**src/rtl/chirp_profile_sequencer_if.sv**
```systemverilog
// Configuration and control bundle between the chirp profile sequencer
// and its host, with the generator-facing outputs.
interface chirp_profile_sequencer_if #(
    parameter int N  = 32,
    parameter int P  = 4,
    parameter int BW = 8
);
    localparam int PW = $clog2(P);

    logic              cfg_we;
    logic [PW+2:0]     cfg_addr;
    logic [N-1:0]      cfg_wdata;
    logic [PW:0]       num_profiles;
    logic [BW-1:0]     burst_count;
    logic              start;
    logic              stop;

    logic              gen_rst;
    logic [N-1:0]      chirp_min_ctrl;
    logic [N-1:0]      chirp_max_ctrl;
    logic [N-1:0]      chirp_inc_rate;
    logic [N-1:0]      chirp_div_rate;
    logic [7:0]        chirp_delay;
    logic              chirp_reverse;
    logic [PW-1:0]     cur_profile;
    logic              busy;
    logic              done;

    modport master (
        output cfg_we, cfg_addr, cfg_wdata, num_profiles,
        output burst_count, start, stop,
        input  gen_rst, chirp_min_ctrl, chirp_max_ctrl,
        input  chirp_inc_rate, chirp_div_rate, chirp_delay,
        input  chirp_reverse, cur_profile, busy, done
    );

    modport slave (
        input  cfg_we, cfg_addr, cfg_wdata, num_profiles,
        input  burst_count, start, stop,
        output gen_rst, chirp_min_ctrl, chirp_max_ctrl,
        output chirp_inc_rate, chirp_div_rate, chirp_delay,
        output chirp_reverse, cur_profile, busy, done
    );
endinterface

```
**src/rtl/chirp_profile_sequencer.sv**
```systemverilog
// Steps a WaveGenerator through a table of chirp profiles,
// repeating the active list for a programmed number of bursts.
module chirp_profile_sequencer #(
    parameter int N  = 32,
    parameter int P  = 4,
    parameter int BW = 8
) (
    input logic                      clk,
    input logic                      rst,
    chirp_profile_sequencer_if.slave bus
);
    localparam int PW = $clog2(P);

    typedef enum logic [1:0] {
        S_IDLE, S_LOAD, S_RUN, S_DONE
    } state_t;

    state_t          r_state, w_nxt;
    logic [N-1:0]    r_min [P];
    logic [N-1:0]    r_max [P];
    logic [N-1:0]    r_inc [P];
    logic [N-1:0]    r_div [P];
    logic [N-1:0]    r_dwell [P];
    logic [7:0]      r_dly [P];
    logic            r_rev [P];

    logic [PW-1:0]   r_idx, w_idx;
    logic [BW-1:0]   r_rep, w_rep;
    logic [N-1:0]    r_cnt;
    logic [PW:0]     w_num;
    logic            w_more, w_last_rep;
    logic [PW-1:0]   w_pidx;
    logic [2:0]      w_fld;

    logic            r_gen_rst, r_busy, r_done;
    logic [N-1:0]    r_cmin, r_cmax, r_cinc, r_cdiv;
    logic [7:0]      r_cdly;
    logic            r_crev;
    logic [PW-1:0]   r_cur;

    assign w_pidx = bus.cfg_addr[PW+2:3];
    assign w_fld  = bus.cfg_addr[2:0];

    // Effective list length: 0 means one profile, oversize clamps to P.
    assign w_num = (bus.num_profiles == '0) ? (PW+1)'(1) :
                   (bus.num_profiles > (PW+1)'(P)) ? (PW+1)'(P) :
                   bus.num_profiles;
    assign w_more = ({1'b0, r_idx} < (w_num - (PW+1)'(1)));
    assign w_last_rep = (bus.burst_count != '0) &&
                        (r_rep == bus.burst_count - 1'b1);

    always_comb begin
        w_nxt = r_state;
        w_idx = r_idx;
        w_rep = r_rep;
        if (bus.stop) begin
            w_nxt = S_IDLE;
        end else begin
            unique case (r_state)
                S_IDLE: if (bus.start) begin
                    w_nxt = S_LOAD;
                    w_idx = '0;
                    w_rep = '0;
                end
                S_LOAD: w_nxt = S_RUN;
                S_RUN: if (r_cnt == N'(1)) begin
                    if (w_more) begin
                        w_idx = r_idx + 1'b1;
                        w_nxt = S_LOAD;
                    end else if (w_last_rep) begin
                        w_nxt = S_DONE;
                    end else begin
                        w_idx = '0;
                        w_rep = r_rep + 1'b1;
                        w_nxt = S_LOAD;
                    end
                end
                S_DONE: w_nxt = S_IDLE;
                default: w_nxt = S_IDLE;
            endcase
        end
    end

    always_ff @(posedge clk or negedge rst) begin
        if (!rst) begin
            for (int i = 0; i < P; i++) begin
                r_min[i]   <= '0;
                r_max[i]   <= '0;
                r_inc[i]   <= '0;
                r_div[i]   <= '0;
                r_dwell[i] <= '0;
                r_dly[i]   <= '0;
                r_rev[i]   <= 1'b0;
            end
        end else if (bus.cfg_we) begin
            unique case (1'b1)
                (w_fld == 3'd0): r_min[w_pidx] <= bus.cfg_wdata;
                (w_fld == 3'd1): r_max[w_pidx] <= bus.cfg_wdata;
                (w_fld == 3'd2): r_inc[w_pidx] <= bus.cfg_wdata;
                (w_fld == 3'd3): r_div[w_pidx] <= bus.cfg_wdata;
                (w_fld == 3'd4): begin
                    r_dly[w_pidx] <= bus.cfg_wdata[7:0];
                    r_rev[w_pidx] <= bus.cfg_wdata[8];
                end
                (w_fld == 3'd5): r_dwell[w_pidx] <= bus.cfg_wdata;
                default: ;
            endcase
        end
    end

    // Profile and dwell are snapshotted together on entry to LOAD.
    always_ff @(posedge clk or negedge rst) begin
        if (!rst) begin
            r_state   <= S_IDLE;
            r_idx     <= '0;
            r_rep     <= '0;
            r_cnt     <= '0;
            r_gen_rst <= 1'b1;
            r_busy    <= 1'b0;
            r_done    <= 1'b0;
            r_cmin    <= '0;
            r_cmax    <= '0;
            r_cinc    <= '0;
            r_cdiv    <= '0;
            r_cdly    <= '0;
            r_crev    <= 1'b0;
            r_cur     <= '0;
        end else begin
            r_state   <= w_nxt;
            r_idx     <= w_idx;
            r_rep     <= w_rep;
            r_gen_rst <= (w_nxt != S_RUN);
            r_busy    <= (w_nxt == S_LOAD) || (w_nxt == S_RUN);
            r_done    <= (w_nxt == S_DONE);
            if (w_nxt == S_LOAD) begin
                r_cmin <= r_min[w_idx];
                r_cmax <= r_max[w_idx];
                r_cinc <= r_inc[w_idx];
                r_cdiv <= r_div[w_idx];
                r_cdly <= r_dly[w_idx];
                r_crev <= r_rev[w_idx];
                r_cur  <= w_idx;
                r_cnt  <= (r_dwell[w_idx] == '0) ? N'(1) : r_dwell[w_idx];
            end else if (r_state == S_RUN) begin
                r_cnt <= r_cnt - 1'b1;
            end
        end
    end

    assign bus.gen_rst        = r_gen_rst;
    assign bus.busy           = r_busy;
    assign bus.done           = r_done;
    assign bus.chirp_min_ctrl = r_cmin;
    assign bus.chirp_max_ctrl = r_cmax;
    assign bus.chirp_inc_rate = r_cinc;
    assign bus.chirp_div_rate = r_cdiv;
    assign bus.chirp_delay    = r_cdly;
    assign bus.chirp_reverse  = r_crev;
    assign bus.cur_profile    = r_cur;
endmodule

```
**src/flat_wrapper.sv**
```systemverilog
// flat-port wrapper written by rule: the top's interface ports become plain ports
module chirp_profile_sequencer_flat 
#(
    parameter int N  = 32,
    parameter int P  = 4,
    parameter int BW = 8
)
  (clk, rst, bus_cfg_we, bus_cfg_addr, bus_cfg_wdata, bus_num_profiles, bus_burst_count, bus_start, bus_stop, bus_gen_rst, bus_chirp_min_ctrl, bus_chirp_max_ctrl, bus_chirp_inc_rate, bus_chirp_div_rate, bus_chirp_delay, bus_chirp_reverse, bus_cur_profile, bus_busy, bus_done);
  chirp_profile_sequencer_if #(.N(N), .P(P), .BW(BW)) bus_i ();
  input logic clk;
  input logic rst;
  input wire logic [$bits(bus_i.cfg_we)-1:0] bus_cfg_we;
  input wire logic [$bits(bus_i.cfg_addr)-1:0] bus_cfg_addr;
  input wire logic [$bits(bus_i.cfg_wdata)-1:0] bus_cfg_wdata;
  input wire logic [$bits(bus_i.num_profiles)-1:0] bus_num_profiles;
  input wire logic [$bits(bus_i.burst_count)-1:0] bus_burst_count;
  input wire logic [$bits(bus_i.start)-1:0] bus_start;
  input wire logic [$bits(bus_i.stop)-1:0] bus_stop;
  output wire logic [$bits(bus_i.gen_rst)-1:0] bus_gen_rst;
  output wire logic [$bits(bus_i.chirp_min_ctrl)-1:0] bus_chirp_min_ctrl;
  output wire logic [$bits(bus_i.chirp_max_ctrl)-1:0] bus_chirp_max_ctrl;
  output wire logic [$bits(bus_i.chirp_inc_rate)-1:0] bus_chirp_inc_rate;
  output wire logic [$bits(bus_i.chirp_div_rate)-1:0] bus_chirp_div_rate;
  output wire logic [$bits(bus_i.chirp_delay)-1:0] bus_chirp_delay;
  output wire logic [$bits(bus_i.chirp_reverse)-1:0] bus_chirp_reverse;
  output wire logic [$bits(bus_i.cur_profile)-1:0] bus_cur_profile;
  output wire logic [$bits(bus_i.busy)-1:0] bus_busy;
  output wire logic [$bits(bus_i.done)-1:0] bus_done;
  assign bus_i.cfg_we = bus_cfg_we;
  assign bus_i.cfg_addr = bus_cfg_addr;
  assign bus_i.cfg_wdata = bus_cfg_wdata;
  assign bus_i.num_profiles = bus_num_profiles;
  assign bus_i.burst_count = bus_burst_count;
  assign bus_i.start = bus_start;
  assign bus_i.stop = bus_stop;
  assign bus_gen_rst = bus_i.gen_rst;
  assign bus_chirp_min_ctrl = bus_i.chirp_min_ctrl;
  assign bus_chirp_max_ctrl = bus_i.chirp_max_ctrl;
  assign bus_chirp_inc_rate = bus_i.chirp_inc_rate;
  assign bus_chirp_div_rate = bus_i.chirp_div_rate;
  assign bus_chirp_delay = bus_i.chirp_delay;
  assign bus_chirp_reverse = bus_i.chirp_reverse;
  assign bus_cur_profile = bus_i.cur_profile;
  assign bus_busy = bus_i.busy;
  assign bus_done = bus_i.done;
  chirp_profile_sequencer #(.N(N), .P(P), .BW(BW)) u_core (.clk(clk), .rst(rst), .bus(bus_i));
endmodule
```
**config.mk**
```make
export PLATFORM = sky130hd
export DESIGN_NAME = chirp_profile_sequencer_flat
export DESIGN_NICKNAME = d
export VERILOG_FILES = /design/src/rtl/chirp_profile_sequencer_if.sv /design/src/rtl/chirp_profile_sequencer.sv /design/src/flat_wrapper.sv
export SDC_FILE = /design/constraint.sdc
export NUM_CORES = 1
export LEC_CHECK = 0
export CORE_MARGIN = 2
export CORE_UTILIZATION = 40
export DETAILED_ROUTE_END_ITERATION = 8
export PLACE_DENSITY = 0.69
export SLEW_MARGIN = 20
export SYNTH_ARGS = -nofsm -noshare
export SYNTH_HDL_FRONTEND = slang
export SYNTH_SLANG_ARGS = --single-unit
```
**constraint.sdc**
```tcl
create_clock -name clk -period 10.1 [get_ports clk]
set_input_delay 1.01 -clock clk [delete_from_list [all_inputs] [get_ports clk]]
set_output_delay 1.01 -clock clk [all_outputs]
set_load 0.01 [all_outputs]
```
==> flow_summary.yaml, run 1 <==
placed_design:
  dp.cells: 4362
  place_congestion: 0.814
  io_buffers: 194
  place_ws_ps: 3690
  dpl_cell_area_um2: 42300
  hpwl_mm: 60.0
worst_setup_path:
  worst_path_max_delay_cell: "buf_4"
  critical_path.endpoint: "u_core.r_cnt[0]"
  required_ps: 10670
  cp.arrival_ps: 6340
  critPathMaxFanout: 123
  crit_type: "input port to register"
  crit_path_frequent_cell: "ha_1"
  start_kind: "input port"
  cp.depth: 15
  crit_buf_inv: 3
  rr_endpoint: "u_core.bus.chirp_min_ctrl[27]"
  path_cells: "clkdlybuf4s50_1, nor2b_1, or2_2, ha_1, ha_1, nor2_1, o21ai_0, xnor2_1, and2_1, nand3_4, and2_4, inv_8, buf_4, a2111oi_0, a211oi_1"
  max_stage_delay_ps: 850
  r2r_cells: 9
  r2r_start: "u_core.r_cnt[15]"
  worstSetupStartpoint: "bus_num_profiles[1]"
  end_kind: "register"
  path_delay_family: "buffers and inverters"
  regToRegSetupSlack_ps: 4330
yosys:
  synth_flop_cell: "dfrtp_1"
  synth_seq_cells: 862
  synth-edff-count: 0
  yosys.area.top_type: "dfrtp_1"
  synth.avg_cell_area_um2: 12.5
  synth_area_um2: 39600
  synthTopCellsByCount: "dfrtp_1, mux2_2, and3_1, a211oi_1, nand2_1"
  synth_top_cell_area_share_pct: 54.4
  synth_nets: 3219
  synthTopCellsByArea: "dfrtp_1, mux2_2, and3_1"
  synthMostInstantiatedCell: "dfrtp_1"
  netlist_instances: 3156
  yosys_warnings: 0
  synth_cell_types: 58
  synthArstFlopShare_pct: 100
  synth-seq-area-share_pct: 54.5
timing:
  tightest_slew_ps: 1160
  drv_slew: 0
  hold_viol: 0
  fin_crit_ps: 5770
  fin_crit_sh_pct: 57.1
  relSlewSlack_pct: 22.4
  fmax_ghz: 0.173
  whs_ps: 380
  setup_slack_ps: 4330
  tns_ps: 0
  finClkSkew_ps: 31.5
  final-setup-viol-count: 0
  rsz0062_at_grt: "false"
floorplanning:
  num_rows: 115
  core_um2: 98300
  die_h_um: 319
  io_pins: 195
  dieArea_um2: 101000
  die_w_um: 319
  start_util_pct: 40.3
cts:
  clk_pin_slew_ps: 60
  cts-htree-levels: 3
  cts_post_setup_buffers_inserted: 0
  ctsHoldBuffers: 0
  cts_resized: 0
  cts_tree: "built"
  cts_buffer_depth: 3
  insertion_delay_ps: 670
  cts_root_buf: "clkbuf_16"
  cts_buffers: 94
  cts.sinks: 862
routing:
  vias: 26352
  firstDrtPassIters: 5
  drt-initial-drc-count: 2024
  wire_per_inst_um: 23.4
  vias_per_cell: 5.81
  drc_errors: 0
  drt-total-wl_mm: 106
  ant_nets: 0
final_layout:
  nNetsFinal: 3234
  fin_area_um2: 45500
  layout-area-overhead-vs-synth_pct: 14.9
  final_layout_size_suffix_gt1_share_pct: 32.0
  final_cells: 4538
  fin_util_pct: 46.3
  nFillCells: 8718
power:
  power_mw: 10.2
  vdd_drop_max_uv: 207
  powerDensity_nw_per_um2: 224
  power_leakage_nw: 20.5
run:
  drv_cap: 0
global_route:
  grt_pass1_vias: 26865
  grt_overflow: 0
  grt_pass1_wl_mm: 165
  grt_max_degree: 155
  grt_use_total_pct: 20.7
  grt_antenna_before_repair: 5
run_status:
  status: "finished clean"
min_path:
  min_path_type: "input port to asynchronous set/reset pin"
[per-layer routing]
layer  share of wire, %  track usage (%)  vias up
met3                5.4             3.40      136
met4                2.3             5.93        2
met1                 47             29.7    13855
li1                   -                -    11677
met5             0.0066                0        -
met2                 46             32.2      682
[state kept, by name, summed over array words and instances, names as in the netlist, 32 cells and up]
name	flops
u_core.r_div	128
u_core.r_max	128
u_core.r_cnt	32
u_core.bus.chirp_min_ctrl	32
u_core.r_inc	128
u_core.bus.chirp_inc_rate	32
u_core.r_dwell	128
u_core.r_min	128
u_core.r_dly	32
u_core.bus.chirp_div_rate	32
u_core.bus.chirp_max_ctrl	32
[cell type report]
type                            instances  area (um2)  share of cell area (%)
Tap cell                             1287        1610                    3.54
Sequential cell                       862       21600                    47.4
Timing Repair Buffer                  235        2310                    5.07
Antenna cell                            1        2.50                 0.00550
Inverter                               11        63.8                   0.140
Clock buffer                          133        2670                    5.87
Multi-Input combinational cell       1967       16700                    36.8
Clock inverter                         42         536                    1.18
[logic make-up after synthesis]
| kind of cell | count (synthesis) | share of synthesized area, % |
|---|---|---|
| compound gates | 537 | 11.8 |
| xor+xnor | 45 | 0.996 |
| fa+ha+maj | 10 | 0.316 |
| buf+inv | 327 | 3.49 |
| flops | 862 | 54.5 |
| mux | 678 | 19.3 |
| simple gates | 697 | 9.64 |
[worst min path at each step]
stage / startpoint / end / slack [ps] / cells past startpoint
after global placement: u_core.bus.chirp_inc_rate[5] / u_core.bus.chirp_inc_rate[5] / 470 / 2
after detailed placement: u_core.bus.chirp_min_ctrl[7] / u_core.bus.chirp_min_ctrl[7] / 470 / 2
after floorplan: u_core.r_inc[127] / u_core.r_inc[127] / 470 / 1
after CTS: rst / u_core.r_rep[1] / 380 / 1
after global routing: rst / u_core.r_rep[1] / 430 / 1
final: rst / u_core.r_rep[1] / 380 / 1
[report_power, final]
part | switching [mW] | internal (mW) | leakage [nW] | total [mW]
Combinational | 0.838 | 1.10 | 7.83 | 1.94
Sequential | 0.522 | 4.20 | 11.1 | 4.72
Clock | 1.46 | 2.09 | 1.56 | 3.55
[worst reg2reg max path, delay by kind of cell, from the launching register on]
family / cells / cell delay (ps)
AND/OR/NAND/NOR: 4 / 2550
AO/OA/AOI/OAI: 3 / 990
buffers and inverters: 2 / 1660
flip-flops: 1 / 420
[cell usage in the layout, fill, tap and decap left out, types with 8 or more instances in the layout]
cell               n
nor2_1            33
o21ai_0           10
dfrtp_1          861
inv_1              8
o31ai_1          137
o31ai_2           30
ha_1              10
nand4_1           12
and3_1           336
nand3_1           12
bufinv_16          9
clkbuf_1          22
nor4_1            42
a211oi_1         236
clkbuf_8          17
xor2_1            24
clkdlybuf4s50_1  191
clkinv_2          19
mux2_2           677
nand2_1          184
xnor2_1           21
a211oi_2         100
clkbuf_16         94
buf_4             36
No activity file was read; power rests on OpenSTA's default activity.
==> inputs of run 2 (changes only) <==
--- a/config.mk
+++ b/config.mk
@@ -8,7 +8,7 @@
 export CORE_MARGIN = 2
 export CORE_UTILIZATION = 40
 export DETAILED_ROUTE_END_ITERATION = 8
-export PLACE_DENSITY = 0.69
+export PLACE_DENSITY = 0.71
 export SLEW_MARGIN = 20
 export SYNTH_ARGS = -nofsm -noshare
 export SYNTH_HDL_FRONTEND = slang
==> constraint.sdc (replaced) <==
create_clock -name clk -period 5.1 [get_ports clk]
set_input_delay 0.51 -clock clk [delete_from_list [all_inputs] [get_ports clk]]
set_output_delay 0.51 -clock clk [all_outputs]
set_load 0.01 [all_outputs]
==> flow_summary.yaml, run 2 (synthesized netlist as in run 1, its figures left out) <==
timing:
  setup_slack_ps: 660
  relSlewSlack_pct: 23.2
  fin_crit_sh_pct: 87.1
  drv_slew: 0
  final-setup-viol-count: 0
  fmax_ghz: 0.225
  rsz0062_at_grt: "false"
  tightest_slew_ps: 1150
  finClkSkew_ps: 25.7
  tns_ps: 0
  fin_crit_ps: 4440
  hold_viol: 0
  whs_ps: 486
placed_design:
  io_buffers: 194
  place_ws_ps: 671
  dpl_cell_area_um2: 42700
  place_congestion: 0.851
  dp.cells: 4385
  hpwl_mm: 61.4
floorplanning:
  core_um2: 98300
  die_h_um: 319
  dieArea_um2: 101000
  io_pins: 195
  start_util_pct: 40.3
  num_rows: 115
  die_w_um: 319
cts:
  insertion_delay_ps: 670
  cts_tree: "built"
  cts_resized: 0
  cts.sinks: 862
  cts_root_buf: "clkbuf_16"
  ctsHoldBuffers: 1
  cts-htree-levels: 3
  cts_buffers: 91
  clk_pin_slew_ps: 60
  cts_buffer_depth: 3
  cts_post_setup_buffers_inserted: 0
min_path:
  min_delay_path_depth: 2
  hp-start: "u_core.bus.chirp_div_rate[5]"
  min_path_type: "register to register"
power:
  power_mw: 20.0
  power_leakage_nw: 20.6
  powerDensity_nw_per_um2: 437
  vdd_drop_max_uv: 278
global_route:
  grt_overflow: 0
  grt_pass1_vias: 27243
  grt_max_degree: 135
  grt_antenna_before_repair: 3
  grt_use_total_pct: 20.8
  grt_pass1_wl_mm: 167
routing:
  drc_errors: 0
  ant_nets: 0
  wire_per_inst_um: 23.4
  vias: 26587
  drt-total-wl_mm: 106
  drt-initial-drc-count: 2178
  vias_per_cell: 5.84
  firstDrtPassIters: 5
final_layout:
  nNetsFinal: 3255
  final_layout_size_suffix_gt1_share_pct: 32.2
  final_cell_mix: "dfrtp_1, mux2_2, and3_1"
  final_cells: 4550
  fin_util_pct: 46.5
  layout_commonest_cell: "dfrtp_1"
  layout-area-overhead-vs-synth_pct: 15.5
  fin_area_um2: 45700
worst_setup_path:
  crit_buf_inv: 1
  critPathMaxFanout: 110
  regToRegSetupSlack_ps: 660
  start_kind: "register"
  worstSetupStartpoint: "u_core.r_cnt[14]"
  r2r_start: "u_core.r_cnt[14]"
  crit_type: "register to register"
  path_delay_family: "simple AND/OR/NAND/NOR gates"
  required_ps: 5610
  cp.depth: 9
  worst_path_max_delay_cell: "a2111oi_0"
  path_cells: "or4_1, or3_4, nor4_2, and2_1, nand3_4, buf_12, and3_1, a2111oi_0, a211oi_1"
  max_stage_delay_ps: 700
  r2r_cells: 9
  end_kind: "register"
  cp.arrival_ps: 4950
run_status:
  status: "finished clean"
run:
  drv_cap: 0
run 2: cell count changes in the layout (fill, tap and decap cells not counted), moves of 2 or more:
cell | before | now
clkinv_2 | 19 | 15
buf_4 | 36 | 42
nand2_1 | 184 | 186
clkbuf_16 | 94 | 92
clkinvlp_4 | 6 | 3
buf_12 | 5 | 22
run 2: power by group:
group | internal (mW) | total [mW] | switching [mW]
clock | 3.99 | 6.80 | 2.80
sequential | 8.32 | 9.36 | 1.05
combinational | 2.19 | 3.84 | 1.65
run 2: final timing paths:
path | to
min in group asynchronous | u_core.r_rep[1]
max in group asynchronous | u_core.r_max[75]
max | u_core.r_cnt[0]
min | u_core.bus.chirp_div_rate[5]
max reg2reg | u_core.r_cnt[0]
min reg2reg | u_core.bus.chirp_div_rate[5]
run 2: layer usage:
layer	share of wire (%)	GRT usage [%]	up-vias
li1	-	-	11708
met1	46	30.0	13994
met2	46	32.5	721
met3	5.0	2.98	162
met4	2.5	6.19	2
met5	0.012	0	-
run 2: layout make-up:
cell class	count	area, um2
timing repair buffer	259	2700
clock inverter	32	427
inverter	11	63.8
clock buffer	131	2630
multi-input combinational	1967	16700
tap	1287	1610
fill	8698	52600
antenna	1	2.50
sequential	862	21600
run 2: tightest hold or removal path: stages, from the launching register on:
cell     delay (ps)
dfrtp_1         340
nand2_1          60
o31ai_2          50
==> inputs of run 3 (changes only) <==
--- a/config.mk
+++ b/config.mk
@@ -8,7 +8,7 @@
 export CORE_MARGIN = 2
 export CORE_UTILIZATION = 40
 export DETAILED_ROUTE_END_ITERATION = 8
-export PLACE_DENSITY = 0.71
+export PLACE_DENSITY = 0.69
 export SLEW_MARGIN = 20
 export SYNTH_ARGS = -nofsm -noshare
 export SYNTH_HDL_FRONTEND = slang
==> constraint.sdc (replaced) <==
create_clock -name clk -period 5.09 [get_ports clk]
set_input_delay 0.509 -clock clk [delete_from_list [all_inputs] [get_ports clk]]
set_output_delay 0.509 -clock clk [all_outputs]
set_load 0.01 [all_outputs]
==> flow_summary.yaml, run 3 (synthesized netlist as in run 1, its figures left out) <==
global_route:
  grt_max_degree: 231
  grt_overflow: 0
  grt_pass1_vias: 27236
  grt_pass1_wl_mm: 167
  grt_antenna_before_repair: 4
  grt_use_total_pct: 20.8
placed_design:
  place_congestion: 0.799
  hpwl_mm: 61.0
  io_buffers: 194
timing:
  hold_viol: 0
  final-setup-viol-count: 0
  fin_crit_ps: 4410
  drv_slew: 0
  fin_crit_sh_pct: 86.6
  tns_ps: 0
  finClkSkew_ps: 26.8
  tightest_slew_ps: 1120
  relSlewSlack_pct: 25.2
  rsz0062_at_grt: "false"
  fmax_ghz: 0.227
power:
  powerDensity_nw_per_um2: 437
  p_comb_share_pct: 19.4
  power_frac_clock_pct: 33.9
  seqPwrFrac_pct: 46.7
  p_switching_mw: 5.51
  power_mw: 20.1
  power_leakage_nw: 20.7
  vdd_drop_max_uv: 367
  p_int_mw: 14.6
  switching_share_pct: 27.4
floorplanning:
  start_util_pct: 40.3
  die_w_um: 319
  dieArea_um2: 101000
  core_um2: 98300
  io_pins: 195
  num_rows: 115
  die_h_um: 319
worst_setup_path:
  critPathMaxFanout: 77
  regToRegSetupSlack_ps: 680
  end_kind: "register"
  start_kind: "register"
  required_ps: 5640
  crit_type: "register to register"
  cp.arrival_ps: 4950
routing:
  drc_errors: 0
  firstDrtPassIters: 8
  ant_nets: 0
  drt-total-wl_mm: 106
  vias_per_cell: 5.81
  drt-initial-drc-count: 2161
  wire_per_inst_um: 23.2
  vias: 26532
cts:
  insertion_delay_ps: 660
  cts.sinks: 862
  cts_buffers: 92
  cts_resized: 0
  clk_pin_slew_ps: 60
  cts-htree-levels: 3
  cts_post_setup_buffers_inserted: 0
  cts_buffer_depth: 3
  cts_root_buf: "clkbuf_16"
  cts_tree: "built"
final_layout:
  layout-area-overhead-vs-synth_pct: 16.0
  nNetsFinal: 3269
  nFillCells: 8672
  layout_commonest_cell: "dfrtp_1"
  final_cell_mix: "dfrtp_1, mux2_2, and3_1"
  final_layout_size_suffix_gt1_share_pct: 32.9
min_path:
  min_path_type: "register to register"
run_status:
  status: "finished clean"
run:
  drv_cap: 0
[run 3: cell count changes in the layout (fill, tap and decap cells not counted), moves of 2 or more]
cell / delta
bufinv_16: -5
clkbuf_1: -8
clkinv_2: +6
nand2_2: +2
clkinvlp_4: -2
nand2_1: -2
clkbuf_16: +4
buf_4: +13
clkbuf_8: +11
[run 3: cell type report]
type | instances | area, um2 | share of cell area, %
diodes | 2 | 5.00 | 0.0109
clock buffers | 138 | 2850 | 6.21
clock inverters | 30 | 272 | 0.592
inverters | 11 | 63.8 | 0.139
multi-input cells | 1967 | 16700 | 36.4
flip-flops and latches | 862 | 21600 | 47.0
well taps | 1287 | 1610 | 3.51
repair buffers | 272 | 2800 | 6.10
[run 3: worst paths after layout]
check,from,end,cells after the start
max,u_core.r_cnt[26],u_core.bus.chirp_max_ctrl[17],11
min,u_core.bus.chirp_div_rate[30],u_core.bus.chirp_div_rate[30],2
max reg2reg,u_core.r_cnt[26],u_core.bus.chirp_max_ctrl[17],11
min reg2reg,u_core.bus.chirp_div_rate[30],u_core.bus.chirp_div_rate[30],2
max in group asynchronous,rst,u_core.r_inc[59],3
min in group asynchronous,rst,u_core.r_rep[2],2
[run 3: power groups by stage]
| stage | combinational [mW] | sequential, mW | clock [mW] |
|---|---|---|---|
| after floorplan | 2.35 | 9.24 | 0 |
| after global placement | 3.83 | 9.42 | 0 |
| after detailed placement | 3.91 | 9.46 | 0 |
| after CTS | 3.93 | 9.36 | 6.92 |
| after global routing | 4.26 | 9.53 | 7.23 |
| final | 3.89 | 9.37 | 6.81 |
[run 3: worst max-delay path: stages (launching register included)]
cell      delay [ps]
dfrtp_1          400
or4_1            680
or4b_2           660
nor4_2           280
and2_1           280
a22oi_2          110
and2_4           220
inv_8            370
buf_16           370
buf_12           340
a211oi_1         130
o31ai_1          270
[run 3: per-layer routing]
metal  GRT usage [%]  wire (um)
met4            5.06       1930
met2            32.6      49100
met3            3.31       5970
met1            30.2      49100
met5               0         21
[run 3: per-stage QoR]
step | setup WS, ps | instances | hold slack, ps | instance area (um2) | util, %
2_1_floorplan | 1430 | 3156 | 213 | 39600 | -
3_3_place_gp | 521 | 4397 | 467 | 42700 | 43.5
5_1_grt | 465 | 4567 | 503 | 45900 | 46.7
6_report | 681 | 4569 | 482 | 45900 | 46.7
4_1_cts | 723 | 4566 | 485 | 45900 | 46.7
3_5_place_dp | 465 | 4397 | 470 | 42700 | 43.5
[run 3: what timing repair did]
item | 4_1_cts | 5_1_grt
endpoints found under the setup margin | 0 | 0
endpoints found under the hold margin | 53 | 0
hold buffers | 1 | 0
